[src/rtl/corr_pkg.sv]
// Shared definitions for the correlator input conditioning path.
// Latency: n/a (constants and types only).
// Backpressure: n/a.
package corr_pkg;

    typedef logic [1:0] corr_mode_t;

    localparam corr_mode_t CORR_MODE_LEVEL      = 2'd0;
    localparam corr_mode_t CORR_MODE_RISE       = 2'd1;
    localparam corr_mode_t CORR_MODE_ANYEDGE    = 2'd2;
    localparam corr_mode_t CORR_MODE_HIGHSTICKY = 2'd3;

endpackage

[src/rtl/corr_input_chan.sv]
// One input channel: synchroniser, glitch filter, event capture and multi-event flag.
// Latency: SYNC_STAGES+1 cycles to the event, +1 cycle to the registered sample (N=0).
// Backpressure: none; i_strobe consumes one sample per strobe, i_cg freezes all state.
module corr_input_chan
    import corr_pkg::*;
#(
    parameter int SYNC_STAGES = 2,
    parameter int FILTER_W    = 4
) (
    input  logic                i_clk,
    input  logic                i_rst,
    input  logic                i_cg,
    input  logic                i_async,
    input  logic [1:0]          i_mode,
    input  logic                i_modeClr,
    input  logic [FILTER_W-1:0] i_filterLen,
    input  logic                i_strobe,
    output logic                o_sample,
    output logic                o_multi
);

    localparam logic [FILTER_W-1:0] CNT_ONE = 1;

    logic [SYNC_STAGES-1:0] syncQ;
    logic                   syncOut;
    logic                   fQ;
    logic                   fD;
    logic [FILTER_W-1:0]    cntQ;
    logic [FILTER_W-1:0]    cntD;
    logic                   evt;
    logic                   capQ;
    logic                   capNow;
    logic [1:0]             nQ;
    logic [1:0]             nNow;
    logic [1:0]             nSum;
    logic [1:0]             nSat;
    logic                   isLevel;

    assign syncOut = syncQ[SYNC_STAGES-1];
    assign isLevel = (i_mode == CORR_MODE_LEVEL);

    // Glitch filter: f only follows s after N+1 consecutive differing cycles.
    always_comb begin
        fD   = fQ;
        cntD = cntQ;
        if (syncOut == fQ) begin
            cntD = '0;
        end else if (cntQ == i_filterLen) begin
            fD   = syncOut;
            cntD = '0;
        end else begin
            cntD = cntQ + CNT_ONE;
        end
    end

    // Event generation from the filtered value and its next value.
    always_comb begin
        evt = 1'b0;
        case (i_mode)
            CORR_MODE_RISE:       evt = fD & ~fQ;
            CORR_MODE_ANYEDGE:    evt = fD ^ fQ;
            CORR_MODE_HIGHSTICKY: evt = fD;
            default:              evt = 1'b0;
        endcase
    end

    // Pending capture state; a mode change discards what was gathered under the old mode.
    always_comb begin
        capNow = capQ & ~i_modeClr;
        nNow   = i_modeClr ? 2'd0 : nQ;
        nSum   = nNow + {1'b0, evt};
        nSat   = (nSum >= 2'd2) ? 2'd2 : nSum;
    end

    // Synchroniser chain and filter state.
    always_ff @(posedge i_clk) begin
        if (!i_rst) begin
            syncQ <= '0;
            fQ    <= 1'b0;
            cntQ  <= '0;
        end else if (i_cg) begin
            syncQ <= {syncQ[SYNC_STAGES-2:0], i_async};
            fQ    <= fD;
            cntQ  <= cntD;
        end
    end

    // Capture accumulation between strobes and registered sample on each strobe.
    always_ff @(posedge i_clk) begin
        if (!i_rst) begin
            capQ     <= 1'b0;
            nQ       <= 2'd0;
            o_sample <= 1'b0;
            o_multi  <= 1'b0;
        end else if (i_cg) begin
            if (i_strobe) begin
                o_sample <= isLevel ? fD : (capNow | evt);
                o_multi  <= ~isLevel & (nSum >= 2'd2);
                capQ     <= 1'b0;
                nQ       <= 2'd0;
            end else begin
                capQ     <= capNow | evt;
                nQ       <= nSat;
            end
        end
    end

endmodule

[src/rtl/corr_input_cond.sv]
// Conditions the raw X/Y event inputs into one sample per correlator strobe.
// Latency: SYNC_STAGES+2 cycles from async edge to o_x/o_y with N=0 and an immediate strobe.
// Backpressure: none; outputs update only on strobe cycles, i_cg freezes all state.
module corr_input_cond
    import corr_pkg::*;
#(
    parameter int SYNC_STAGES = 2,
    parameter int FILTER_W    = 4
) (
    input  logic                i_clk,
    input  logic                i_rst,
    input  logic                i_cg,
    input  logic                i_xAsync,
    input  logic                i_yAsync,
    input  logic [1:0]          i_mode,
    input  logic [FILTER_W-1:0] i_filterLen,
    input  logic                i_strobe,
    output logic                o_x,
    output logic                o_y,
    output logic                o_multiX,
    output logic                o_multiY
);

    logic [1:0] modeQ;
    logic       modeClr;

    assign modeClr = (i_mode != modeQ);

    // Registered copy of the mode, used to spot mode changes.
    always_ff @(posedge i_clk) begin
        if (!i_rst) begin
            modeQ <= CORR_MODE_LEVEL;
        end else if (i_cg) begin
            modeQ <= i_mode;
        end
    end

    corr_input_chan #(
        .SYNC_STAGES (SYNC_STAGES),
        .FILTER_W    (FILTER_W)
    ) u_chanX (
        .i_clk       (i_clk),
        .i_rst       (i_rst),
        .i_cg        (i_cg),
        .i_async     (i_xAsync),
        .i_mode      (i_mode),
        .i_modeClr   (modeClr),
        .i_filterLen (i_filterLen),
        .i_strobe    (i_strobe),
        .o_sample    (o_x),
        .o_multi     (o_multiX)
    );

    corr_input_chan #(
        .SYNC_STAGES (SYNC_STAGES),
        .FILTER_W    (FILTER_W)
    ) u_chanY (
        .i_clk       (i_clk),
        .i_rst       (i_rst),
        .i_cg        (i_cg),
        .i_async     (i_yAsync),
        .i_mode      (i_mode),
        .i_modeClr   (modeClr),
        .i_filterLen (i_filterLen),
        .i_strobe    (i_strobe),
        .o_sample    (o_y),
        .o_multi     (o_multiY)
    );

endmodule
[config.mk]
export PLATFORM = sky130hd
export DESIGN_NAME = corr_input_cond
export DESIGN_NICKNAME = d
export VERILOG_FILES = /design/src/rtl/corr_pkg.sv /design/src/rtl/corr_input_chan.sv /design/src/rtl/corr_input_cond.sv
export SDC_FILE = /design/constraint.sdc
export NUM_CORES = 1
export LEC_CHECK = 0
export BUFFER_PORTS_ARGS = -buffer_cell sky130_fd_sc_hd__buf_2
export CORE_MARGIN = 4
export CORE_UTILIZATION = 45
export DETAILED_ROUTE_END_ITERATION = 7
export PLACE_DENSITY = 0.75
export REMOVE_ABC_BUFFERS = 1
export SLEW_MARGIN = 5
export SYNTH_ARGS = -nofsm -noshare
export SYNTH_HDL_FRONTEND = slang
export SYNTH_SLANG_ARGS = --single-unit
[constraint.sdc]
create_clock -name i_clk -period 2.95 [get_ports i_clk]
set_input_delay 0.4425 -clock i_clk [delete_from_list [all_inputs] [get_ports i_clk]]
set_output_delay 0.4425 -clock i_clk [all_outputs]
set_load 0.03 [all_outputs]
; ---- Word level (Yosys, flattened, before mapping)
; Cells that the tools add are included.
[classes]
bitwise_logic = 14
mux = 20
n_eq_ne = 8
addsub = 4
n_lt_le_gt_ge = 2
n_reduce_logical = 2
[ops]
columns = cell, count
row1 = 4-bit two-way mux, 4
row2 = 2-bit two-way mux, 6
row3 = "4-bit by 1-bit adder with 4-bit output, second input constant", 2
row4 = 4-bit == test, 2
row5 = 1-bit two-way mux, 8
row6 = 1-bit bitwise AND, 6
row7 = 1-bit case mux with 3 select lines, 2
row8 = 2-bit by 1-bit adder with 2-bit output, 2
row9 = "2-bit == test, second input constant", 2
row10 = "2-bit >= comparator, second input constant", 2
row11 = 1-bit NOT, 4
row12 = 1-bit == test, 2
row13 = "2-bit by 1-bit == test with 1-bit output, second input constant", 1
row14 = 2-bit logical NOT, 1
row15 = 2-bit inequality test, 1
row16 = 1-bit bitwise OR, 2
row17 = 2-bit AND reduction, 1
row18 = 1-bit XOR, 2
[word_totals]
output_inout_bits = 4
word_cells = 65
reg_bits = 26
input_bits = 12

; ---- Depth between registers and ports, before layout
; Gate-level depths: netlist of the first run.
[depth]
ltp_word = 9
mapped_depth = 12
mapped_depth_nobuf = 12

; ---- By module
; From an unflattened synthesis of the first run, not the netlist that was laid out.
[hier_totals]
hier_cells = 187
hier_area_um2 = 1630.3
[by_module_without_submodules]
columns = module, seq_area_each_um2, area_per_inst_um2, n_inst, cells_per_inst
row1 = corr_input_chan, 240.2, 768.2, 2, 89
row2 = corr_input_cond, 40.0, 93.8, 1, 9

; ---- Worst setup path after synthesis of the first run
; OpenSTA, ideal clock, no wires.
[synth_timing]
path_kind = input to register
from = input port i_filterLen[1]
to = register u_chanX.o_multi
slack_ns = 0.275
arrival_ns = 2.560
stages = 12
setup_time_ns = 0.115
required_ns = 2.835
path_cell_list = xor2_1 nor4_4 mux2i_1 inv_1 ha_1 nand2b_1 a31oi_1 mux2i_1 ha_1 xor2_1 o31ai_1 and2_1
[synth_between]
elab_chain_cells = 8
elab_cells_between_ends = 9
cone_classes = add/sub: 1 / order compare: 1 / eq/ne: 1 / mux: 3 / bitwise: 3
[synth_rtl]
columns = item, line
row1 = "start, declared", corr_input_cond.sv:16  ; input logic [FILTER_W-1:0] i_filterLen,
row2 = 4-bit == test (*), corr_input_chan.sv:48  ; end else if (cntQ == i_filterLen) begin
row3 = 1-bit two-way mux (*), corr_input_chan.sv:48
row4 = 1-bit two-way mux (*), corr_input_chan.sv:46  ; if (syncOut == fQ) begin
row5 = via u_chanX.fD, corr_input_chan.sv:27  ; logic fD;
row6 = 1-bit XOR / 1-bit bitwise AND (equally long branches), "corr_input_chan.sv:61, corr_input_chan.sv:60"
row7 = 1-bit case mux with 3 select lines (*), corr_input_chan.sv:59  ; case (i_mode)
row8 = 2-bit by 1-bit adder with 2-bit output (*), corr_input_chan.sv:71  ; nSum = nNow + {1'b0, evt};
row9 = 2-bit >= comparator (*), corr_input_chan.sv:98  ; o_multi <= ~isLevel & (nSum >= 2'd2);
row10 = 1-bit bitwise AND (*), corr_input_chan.sv:98
row11 = "end signal, assigned", corr_input_chan.sv:98
row12 = "end, declared", corr_input_chan.sv:19  ; output logic o_multi
; Mark *: on every way through the listed nets, which the timed path passes. The rest lies on a longest branch.
; A chain may end at the register's enable or synchronous reset.

; ---- Worst setup path in the final report of the first run
[layout_timing]
from = register u_chanX.cntQ[2]
to = register u_chanX.o_multi
[layout_between]
elab_chain_cells = 8
elab_cells_between_ends = 9
cone_classes = add/sub: 1 / order compare: 1 / eq/ne: 1 / mux: 3 / bitwise: 3
[layout_rtl]
columns = item, line
row1 = "start, declared", corr_input_chan.sv:28  ; logic [FILTER_W-1:0] cntQ;
row2 = "start signal, assigned", corr_input_chan.sv:84  ; cntQ <= cntD;
row3 = 4-bit == test (*), corr_input_chan.sv:48
row4 = 1-bit two-way mux (*), corr_input_chan.sv:48
row5 = 1-bit two-way mux (*), corr_input_chan.sv:46
row6 = via u_chanX.fD, corr_input_chan.sv:27
row7 = 1-bit XOR / 1-bit bitwise AND (equally long branches), "corr_input_chan.sv:61, corr_input_chan.sv:60"
row8 = 1-bit case mux with 3 select lines (*), corr_input_chan.sv:59
row9 = 2-bit by 1-bit adder with 2-bit output (*), corr_input_chan.sv:71
row10 = 2-bit >= comparator (*), corr_input_chan.sv:98
row11 = 1-bit bitwise AND (*), corr_input_chan.sv:98
; Marked as above.

==> summary.md, run 1 <==
| Metric | Value |
|---|---|
| Ranking of synthesized cells by area | dfxtp_1 (35%), mux2i_1 (6.8%), nor2b_1 (5.9%), xor2_1 (5.3%), ha_1 (5.1%) |
| Final #Nets | 200 |
| Setup TNS | 0 ns |
| Worst-path clk slew | 0.14 ns |
| Final GP Congestion | 0.864 |
| Setup violations, final | 0 |
| Tcrit/Tclk final | 0.930 |
| Post-synth cell types | 36 |
| Xor/xnor share of the synthesized area | 0.101 |
| Largest family of logic cells by synthesized area | simple AND/OR/NAND/NOR gates |
| Largest net degree at the start of global routing | 25 |
| Die H | 65.2 um |
| Vias in the first global route | 1228 |
| Layout cells sized above 1 | 0.138 |
| Hpwl dp | 2270 um |
| CP Buf/Inv Count | 1 |
| First-pass GRT wire length | 5360 um |
| Crit Path Category | flip-flop to flip-flop |
| Hold Slack | 0.378 ns |
| Critical path capture point type | flip-flop |
| Simple-gate share of the synthesized area | 0.245 |
| Initial antenna violation count | 0 |
| Yosys top cell area share | 0.353 |
| Total GRT Usage | 0.158 |
| DR WL/cell | 13.9 um |
| Worst Setup Start Kind | flip-flop |
| Overall Power | 702 uW |
| Post-Syn Area | 1470 um2 |
| Fin. max-slew vios | 0 |
| Worst Skew | 0.00577 ns |
| Reg power frac | 0.522 |
| Ports | 16 |
| Critical path, cell by cell | xor2_1 > nor4_4 > mux2i_1 > inv_1 > ha_1 > nand2b_1 > a31oi_1 > mux2i_1 > ha_1 > xor2_1 > o31ai_1 > and2_1 |
| Final Cell Area | 1660 um2 |
| Max Fclk | 364 MHz |
| Worst EP arrival | 2.99 ns |
| Vias per cell | 5.47 |
| Clk root buf | clkbuf_4 |
| Worst Tran Pin Value | 0.422 ns |
| PD cells | 422 nW/um2 |
| Number of buffers inserted by hold repair at cts | 0 |
| Ant diodes | 0 |
| Slowest library cell on the worst path | dfxtp_1 |
| DR pass1 iterations | 4 |
| Starting density of the core | 0.475 |
| Run status | finished, final reports clean |
| Clock network power share | 0.351 |
| Clock Latency Late Sink | 0.33 ns |
| Static Leak | 0.687 nW |
| Die Area | 4250 um2 |
| Total congestion overflow | 0 |
| Synth area leader | dfxtp_1 |
| Iter 0 DRT Violations | 68 |
| Final min period | 2.74 ns |
| Post-layout util | 0.536 |
| Clock Sinks | 26 |
| Most frequent cells in the layout | dfxtp_1 (25), buf_2 (15), nor2b_1 (14) |
| Detail Route Antenna Nets | 0 |
| Sw frac | 0.240 |
| Yosys warnings | 0 |
| Synth Instances | 164 |
| Post-synthesis sequential area ratio | 0.353 |
| Area Overhead vs Synth | 12.8% |
| Crit-path leading delay family | simple AND/OR/NAND/NOR gates |
| Yosys reg bits | 26 |
| Slew HR | 0.717 |
| H-tree levels | 1 |
| Mean Syn Cell Area | 8.99 um2 |
| Worst stage delay on the critical path | 0.37 ns |
| Core box area | 3100 um2 |
| Commonest non-fill, non-tap cell in the layout | dfxtp_1 |
| Logic gate share of total power | 0.126 |
| Total number of vias | 1231 |
| # rows | 20 |
| Synth Area in Compound Gates | 0.154 |
| P_sw | 168 uW |
| Die W | 65.2 um |
| Clock buffer depth | 2 |
| Post-Synth Adder-Cell Area | 0.0509 |
| Fillers | 312 |
| Residual DRC | 0 |
| Maxcap violations | 0 |
| Final hold vios | 0 |
| Hold Path Class | input pin to flip-flop |
| Top fanout value on the critical path | 3 |
| Placed cell areas | 1590 um2 |
| Worst vdd ir | 0.000208 V |
| Critical Path RT | 3.20 ns |
| Cts bufs inserted | 3 |
| CTS tree | done |
| Port Buffer Count | 15 |
| Post-synthesis mux area share | 0.0679 |
| WL final | 3140 um |
| Internal power | 533 uW |
tightest hold or removal path: cells and delay by family:
kind | cells | cell delay, ns
multiplexers | 1 | 0.05
AND/OR/NAND/NOR | 1 | 0.10
buffers and inverters | 1 | 0.08
state kept, by name (all words and copies together), names as in the netlist:
name	flops
u_chanX.o_sample	1
u_chanY.fQ	1
u_chanY.capQ	1
u_chanY.nQ	2
u_chanY.o_multi	1
u_chanX.syncQ	2
u_chanY.syncQ	2
u_chanY.o_sample	1
u_chanY.cntQ	4
modeQ	2
u_chanX.nQ	2
u_chanX.fQ	1
u_chanX.capQ	1
u_chanX.cntQ	4
u_chanX.o_multi	1
what timing repair did:
action / CTS / global route
endpoints found under the hold margin: 0 / 0
setup buffers: 0 / 2
resized for setup: 0 / 1
setup endpoints to repair: 0 / 2
per-layer routing:
layer  routed length [um]  vias up  track usage
met5                    0        -            0
met4                   57        0       0.0699
met3                  144        5       0.0222
met2                 1520       34        0.273
met1                 1420      577        0.195
li1                     -      615            -
metrics by stage:
step	instances	setup WS (ns)
global route	225	-0.0243
global placement	219	0.110
CTS	223	0.206
floorplan	158	0.277
detailed placement	219	0.0175
finish	225	0.206
cell usage after synthesis:
master and number:
clkbuf_1 3, o2bb2ai_1 3, a22oi_1 2, nand3b_1 1, a32oi_1 2, ha_1 6, mux2i_1 10, nand2_1 12
and4_1 1, a22o_1 1, or3_1 1, a21oi_1 4, and2_1 5, nor4_4 1, inv_1 3, dfxtp_1 26
a211o_1 2, and3_1 2, a31oi_1 6, nor2b_1 14, buf_1 1, and3b_1 2, clkinv_1 1, nor3_1 1
buf_2 2, o21ai_0 4, o21a_1 3, nand3_1 6, o31ai_1 2, nand4_1 2, a21boi_0 1, xor2_1 9
nor2_1 7, xnor2_1 8, a32o_1 2, nand2b_1 8
kinds of logic after synthesis:
kind of cell | Yosys count
AOI/OAI and AO/OA | 32
xor gates and xnor gates | 17
adders and majority gates | 6
buffers and inverters | 10
DFF | 26
muxes | 10
and+or+nand+nor | 63
power by group through the flow:
| stage | Combinational, mW | Sequential [mW] | Clock (mW) |
|---|---|---|---|
| 5_1_grt | 0.0986 | 0.368 | 0.265 |
| 2_1_floorplan | 0.0495 | 0.374 | 0 |
| 6_report | 0.0887 | 0.366 | 0.246 |
| 3_3_place_gp | 0.0833 | 0.373 | 0 |
| 4_1_cts | 0.0874 | 0.366 | 0.255 |
| 3_5_place_dp | 0.0864 | 0.374 | 0 |
cell type report:
cell class	instances	area [um2]	share of cell area
Clock buffer	3	22.5	0.0135
Clock inverter	1	30.0	0.0181
Inverter	4	15.0	0.00903
Multi-Input combinational cell	128	913	0.549
Sequential cell	26	522	0.314
Tap cell	44	55.1	0.0331
Timing Repair Buffer	19	105	0.0632
path summary, 6_finish.rpt:
kind / from / endpoint / slack (ns) / cells past startpoint
max: u_chanX.cntQ[2] / u_chanX.o_multi / 0.21 / 12
min: i_xAsync / u_chanX.syncQ[0] / 0.38 / 3
max reg2reg: u_chanX.cntQ[2] / u_chanX.o_multi / 0.21 / 12
min reg2reg: u_chanY.nQ[0] / u_chanY.nQ[0] / 0.52 / 2
(Power assumes the default switching activity.)
==> inputs of run 2 (changes only) <==
--- a/config.mk
+++ b/config.mk
@@ -6,10 +6,10 @@
 export NUM_CORES = 1
 export LEC_CHECK = 0
 export BUFFER_PORTS_ARGS = -buffer_cell sky130_fd_sc_hd__buf_2
-export CORE_MARGIN = 4
-export CORE_UTILIZATION = 45
+export CORE_MARGIN = 2
+export CORE_UTILIZATION = 40
 export DETAILED_ROUTE_END_ITERATION = 7
-export PLACE_DENSITY = 0.75
+export PLACE_DENSITY = 0.69
 export REMOVE_ABC_BUFFERS = 1
 export SLEW_MARGIN = 5
 export SYNTH_ARGS = -nofsm -noshare
==> run 2 against run 1 <==
Clock power up 23%. Final cell count up 1.8%. Via count down 5.1%. Sequential power about the same. Maximum frequency up 1.6%. Hold slack better by 0.033 ns. Sequential share of layout area down 0.49 points. Routed wire length down 8.1%. Critical endpoint unchanged. Largest power group unchanged.
==> summary.md, run 2 (synthesized netlist as in run 1, its figures left out) <==
| Metric | Value |
|---|---|
| Static Leak | 0.695 nW (was 0.687 nW) |
| Total GRT Usage | 0.150 (was 0.158) |
| Final #Nets | 200 (unchanged) |
| Crit path depth | 12 (unchanged) |
| Worst reg2reg path depth | 12 (unchanged) |
| Hold Path Class | input pin to flip-flop (unchanged) |
| H-tree levels | 1 (unchanged) |
| # rows | 22 (was 20) |
| Vias per cell | 5.10 (was 5.47) |
| Final Cell Area | 1690 um2 (was 1660 um2) |
| Slowest library cell on the worst path | dfxtp_1 (unchanged) |
| Worst Setup Start Kind | flip-flop (unchanged) |
| Worst-path clk slew | 0.09 ns (was 0.14 ns) |
| Critical path capture point type | flip-flop (unchanged) |
| Max Fclk | 370 MHz (was 364 MHz) |
| Maxcap violations | 0 (unchanged) |
| Core box area | 3610 um2 (was 3100 um2) |
| Crit-path leading delay family | simple AND/OR/NAND/NOR gates (unchanged) |
| CP Buf/Inv Count | 1 (unchanged) |
| Worst stage delay on the critical path | 0.35 ns (was 0.37 ns) |
| Worst vdd ir | 0.000196 V (was 0.000208 V) |
| Final GP Congestion | 0.785 (was 0.864) |
| Initial antenna violation count | 0 (unchanged) |
| Residual DRC | 0 (unchanged) |
| # resized after CTS | 0 (unchanged) |
| Largest net degree at the start of global routing | 25 (unchanged) |
| Total number of vias | 1168 (was 1231) |
| Fin. max-slew vios | 0 (unchanged) |
| Clk root buf | clkbuf_8 (was clkbuf_4) |
| Area Overhead vs Synth | 14.3% (was 12.8%) |
| Post-layout util | 0.467 (was 0.536) |
| Iter 0 DRT Violations | 40 (was 68) |
| Total congestion overflow | 0 (unchanged) |
| Cts bufs inserted | 3 (unchanged) |
| Run status | finished, final reports clean (unchanged) |
| Worst EP arrival | 2.89 ns (was 2.99 ns) |
| DR WL/cell | 12.6 um (was 13.9 um) |
| DR pass1 iterations | 4 (unchanged) |
| Die W | 64.7 um (was 65.2 um) |
| Top fanout value on the critical path | 4 (was 3) |
| Clock Latency Late Sink | 0.28 ns (was 0.33 ns) |
| Register area | 520 um2 (was 522 um2) |
| Most frequent cells in the layout | dfxtp_1 (26), buf_2 (15), nor2b_1 (14) (was dfxtp_1 (25), buf_2 (15), nor2b_1 (14)) |
| Number of buffers inserted by hold repair at cts | 0 (unchanged) |
| Layout cells sized above 1 | 0.133 (was 0.138) |
| Final hold vios | 0 (unchanged) |
| Critical Path RT | 3.14 ns (was 3.20 ns) |
| Ports | 16 (unchanged) |
| PD cells | 448 nW/um2 (was 422 nW/um2) |
| Die Area | 4190 um2 (was 4250 um2) |
| Met1 GRT Util | 0.194 (was 0.195) |
| Clock Sinks | 26 (unchanged) |
| Worst Tran Pin Value | 0.410 ns (was 0.422 ns) |
| Slew HR | 0.725 (was 0.717) |
| First-pass GRT wire length | 4910 um (was 5360 um) |
| Met2 global-route usage | 0.250 (was 0.273) |
| Routing usage on met3 | 0.0208 (was 0.0222) |
| Vias in the first global route | 1063 (was 1228) |
| Worst Skew | 0.00472 ns (was 0.00577 ns) |
| Hpwl dp | 2070 um (was 2270 um) |
| WL final | 2880 um (was 3140 um) |
| RSZ-0062 raised after global routing | no |
| Final min period | 2.70 ns (was 2.74 ns) |
| Commonest non-fill, non-tap cell in the layout | dfxtp_1 (unchanged) |
| Die H | 64.7 um (was 65.2 um) |
| Fillers | 361 (was 312) |
| Critical path, cell by cell | xor2_1 > nor4_4 > mux2i_1 > inv_1 > ha_1 > nand2b_1 > a31oi_1 > mux2i_1 > ha_1 > xor2_1 > o31ai_1 > and2_1 (unchanged) |
| Starting density of the core | 0.409 (was 0.475) |
| GR peak layer | met2 (unchanged) |
| Port Buffer Count | 15 (unchanged) |
| CTS tree | done (unchanged) |
| Largest regs | u_chanX.cntQ x4, u_chanY.cntQ x4 (unchanged) |
| Post-CTS setup buffers | 0 (unchanged) |
| Setup violations, final | 0 (unchanged) |
| Hold path cells | 3 (unchanged) |
| Ant diodes | 0 (unchanged) |
| Placed cell areas | 1610 um2 (was 1590 um2) |
| Overall Power | 755 uW (was 702 uW) |
| Setup TNS | 0 ns (unchanged) |
| Clock buffer depth | 2 (unchanged) |
| Detail Route Antenna Nets | 0 (unchanged) |
| Tcrit/Tclk final | 0.916 (was 0.930) |
| Crit Path Category | flip-flop to flip-flop (unchanged) |
| Multi-input logic area | 913 um2 (unchanged) |
[run 2: changes by cell type in the layout (fill, tap and decap cells not counted)]
cell      change
dfxtp_1       +1
dfxtp_2       -1
clkbuf_8      +3
clkbuf_4      -3
[run 2: worst register-to-register path, cell delays in order (launching register included)]
cell and delay, ns:
dfxtp_1 0.35, xor2_1 0.19, nor4_4 0.32, mux2i_1 0.29
inv_1 0.07, ha_1 0.29, nand2b_1 0.09, a31oi_1 0.08
mux2i_1 0.22, ha_1 0.20, xor2_1 0.25, o31ai_1 0.11
and2_1 0.16
[run 2: layout make-up]
class,instances,area share
clock inverters,1,0.0178
repair buffers,19,0.0624
well taps,48,0.0356
flip-flops and latches,26,0.309
clock buffers,3,0.0245
multi-input cells,128,0.542
inverters,4,0.00891
[run 2: through the flow]
| stage | setup WS [ns] | instances | hold slack [ns] |
|---|---|---|---|
| after detailed placement | 0.0673 | 225 | 0.494 |
| after global placement | 0.172 | 225 | 0.491 |
| final | 0.249 | 229 | 0.411 |
| after CTS | 0.232 | 229 | 0.411 |
| after global routing | 0.0229 | 229 | 0.438 |
| after floorplan | 0.277 | 158 | 0.464 |
[run 2: report_power, final]
| group | switching [mW] | internal, mW |
|---|---|---|
| sequential | 0.00722 | 0.358 |
| clock | 0.120 | 0.182 |
| combinational | 0.0508 | 0.0362 |
| total | 0.178 | 0.577 |
[run 2: routing by layer]
layer  vias to the layer above  share of wire
li1                        616              -
met1                       538           0.51
met2                         9           0.46
met3                         5          0.017
met4                         0          0.017
met5                         -              0
[run 2: path summary, 6_finish.rpt]
| kind | from | end | slack, ns |
|---|---|---|---|
| worst max-delay path | u_chanX.cntQ[1] | u_chanX.o_multi | 0.25 |
| worst max register to register | u_chanX.cntQ[1] | u_chanX.o_multi | 0.25 |
| worst min-delay path | i_xAsync | u_chanX.syncQ[0] | 0.41 |
| worst min register to register | u_chanY.o_sample | u_chanY.o_sample | 0.52 |
==> inputs of run 3 (changes only) <==
--- a/config.mk
+++ b/config.mk
@@ -6,10 +6,12 @@
 export NUM_CORES = 1
 export LEC_CHECK = 0
 export BUFFER_PORTS_ARGS = -buffer_cell sky130_fd_sc_hd__buf_2
+export CELL_PAD_IN_SITES_DETAIL_PLACEMENT = 0
+export CELL_PAD_IN_SITES_GLOBAL_PLACEMENT = 1
 export CORE_MARGIN = 2
 export CORE_UTILIZATION = 40
 export DETAILED_ROUTE_END_ITERATION = 7
-export PLACE_DENSITY = 0.69
+export PLACE_DENSITY = 0.83
 export REMOVE_ABC_BUFFERS = 1
 export SLEW_MARGIN = 5
 export SYNTH_ARGS = -nofsm -noshare
==> run 3 against run 2 <==
Via count up 5.6%. Final cell count down 0.87%. Global-route usage up 1.4 points. Clock-buffer cell count unchanged. Largest power group unchanged. Critical endpoint unchanged. Hold slack better by 0.011 ns. Clock skew up 0.0018 ns. Core utilization down 1.0 points. Largest cell class unchanged. Worst setup slack better by 0.033 ns.
==> summary.md, run 3 (synthesized netlist as in run 1, its figures left out) <==
| Metric | Value |
|---|---|
| Tcrit/Tclk final | 0.904 (was 0.916) |
| Iter 0 DRT Violations | 28 (was 40) |
| Detail Route Antenna Nets | 0 (unchanged) |
| Overall Power | 653 uW (was 755 uW) |
| Post-CTS setup buffers | 0 (unchanged) |
| DR pass1 iterations | 4 (unchanged) |
| Ports | 16 (unchanged) |
| Maxcap violations | 0 (unchanged) |
| Residual DRC | 0 (unchanged) |
| RSZ-0062 raised after global routing | no (unchanged) |
| Die Area | 4190 um2 (unchanged) |
| Ant diodes | 0 (unchanged) |
| M1 WL | 1450 um (was 1470 um) |
| # resized after CTS | 0 (unchanged) |
| Largest regs | u_chanX.cntQ x4, u_chanY.cntQ x4 (unchanged) |
| Commonest non-fill, non-tap cell in the layout | dfxtp_1 (unchanged) |
| Max Fclk | 375 MHz (was 370 MHz) |
| Starting density of the core | 0.409 (unchanged) |
| Worst Skew | 0.00651 ns (was 0.00472 ns) |
| # rows | 22 (unchanged) |
| DR WL/cell | 13.4 um (was 12.6 um) |
| Vias in the first global route | 1272 (was 1063) |
| Total number of vias | 1233 (was 1168) |
| Fillers | 352 (was 361) |
| Total GRT Usage | 0.164 (was 0.150) |
| Top fanout value on the critical path | 4 (unchanged) |
| PD cells | 397 nW/um2 (was 448 nW/um2) |
| Hpwl dp | 2250 um (was 2070 um) |
| Die H | 64.7 um (unchanged) |
| Largest net degree at the start of global routing | 25 (unchanged) |
| Cts bufs inserted | 3 (unchanged) |
| Fin. max-slew vios | 0 (unchanged) |
| Crit Path Category | flip-flop to flip-flop (unchanged) |
| Worst EP arrival | 2.84 ns (was 2.89 ns) |
| H-tree levels | 1 (unchanged) |
| First-pass GRT wire length | 5460 um (was 4910 um) |
| Clock Sinks | 26 (unchanged) |
| Met2 WL post-DR | 1410 um (was 1310 um) |
| Die W | 64.7 um (unchanged) |
| Worst vdd ir | 0.000188 V (was 0.000196 V) |
| Total congestion overflow | 0 (unchanged) |
| Area Overhead vs Synth | 11.8% (was 14.3%) |
| Final #Nets | 199 (was 200) |
| Setup violations, final | 0 (unchanged) |
| Layout cells sized above 1 | 0.123 (was 0.133) |
| Critical Path Source | u_chanX.cntQ[1] (unchanged) |
| Reg2reg start | u_chanX.cntQ[1] (unchanged) |
| Port Buffer Count | 15 (unchanged) |
| Hold Path Class | input pin to flip-flop (unchanged) |
| Initial antenna violation count | 0 (unchanged) |
| Vias per cell | 5.43 (was 5.10) |
| Final hold vios | 0 (unchanged) |
| Critical path capture point type | flip-flop (unchanged) |
| Worst Setup Start Kind | flip-flop (unchanged) |
| Critical Path RT | 3.12 ns (was 3.14 ns) |
| Number of buffers inserted by hold repair at cts | 0 (unchanged) |
| Clock Latency Late Sink | 0.27 ns (was 0.28 ns) |
| Clock buffer depth | 2 (unchanged) |
| CTS tree | done (unchanged) |
| Most frequent cells in the layout | dfxtp_1 (26), buf_2 (15), nor2b_1 (14) (unchanged) |
| Worst-path clk slew | 0.09 ns (about the same) |
| Highest routed layer | met4 (unchanged) |
| Worst Tran Pin Value | 0.470 ns (was 0.410 ns) |
| Setup TNS | 0 ns (unchanged) |
| Slew HR | 0.686 (was 0.725) |
| Met3 Wirelength | 91 um (was 50 um) |
| Clk root buf | clkbuf_8 (unchanged) |
| WL final | 3040 um (was 2880 um) |
| Static Leak | 0.677 nW (was 0.695 nW) |
| Run status | finished, final reports clean (unchanged) |
| Core box area | 3610 um2 (unchanged) |
| Hold_sp | i_yAsync (was i_xAsync) |
| Final min period | 2.67 ns (was 2.70 ns) |
| Final GP Congestion | 0.784 (was 0.785) |
## run 3: path summary, 6_finish.rpt
| kind | endpoint | slack [ns] | depth (start not counted) |
|---|---|---|---|
| worst max-delay path | u_chanX.o_multi | 0.28 | 12 |
| worst min-delay path | u_chanY.syncQ[0] | 0.42 | 3 |
| worst max register to register | u_chanX.o_multi | 0.28 | 12 |
| worst min register to register | u_chanY.o_sample | 0.51 | 1 |
## run 3: per-layer routing
metal | GRT usage | vias up
met4 | 0.0878 | 0
li1 | - | 616
met3 | 0.0208 | 7
met5 | 0 | -
met2 | 0.280 | 22
met1 | 0.200 | 588
## run 3: critical path: stages (launching register included)
cell	delay, ns
dfxtp_1	0.35
xor2_1	0.20
nor4_4	0.32
mux2i_1	0.26
inv_1	0.07
ha_1	0.28
nand2b_1	0.09
a31oi_1	0.08
mux2i_1	0.21
ha_1	0.20
xor2_1	0.24
o31ai_1	0.10
and2_1	0.16
## run 3: per-stage QoR
step,setup slack [ns],utilization,cell area (um2),hold WS [ns],cells
finish,0.282,0.457,1650,0.422,227
global route,0.0313,0.457,1650,0.444,227
CTS,0.280,0.457,1650,0.413,227
detailed placement,0.103,0.446,1610,0.487,224
global placement,0.174,0.446,1610,0.480,224
floorplan,0.277,-,1450,0.464,158
## run 3: layout make-up
type | instances | area, um2 | area share
Multi-Input combinational cell | 128 | 913 | 0.554
Sequential cell | 26 | 520 | 0.316
Timing Repair Buffer | 18 | 97.6 | 0.0592
Tap cell | 48 | 60.1 | 0.0364
Clock buffer | 3 | 41.3 | 0.0251
Inverter | 4 | 15.0 | 0.00911
## run 3: where the power goes
group	total (mW)	internal, mW	leakage (nW)	switching [mW]
sequential	0.366	0.358	0.211	0.00720
clock	0.200	0.0916	0.0216	0.108
combinational	0.0878	0.0361	0.444	0.0517
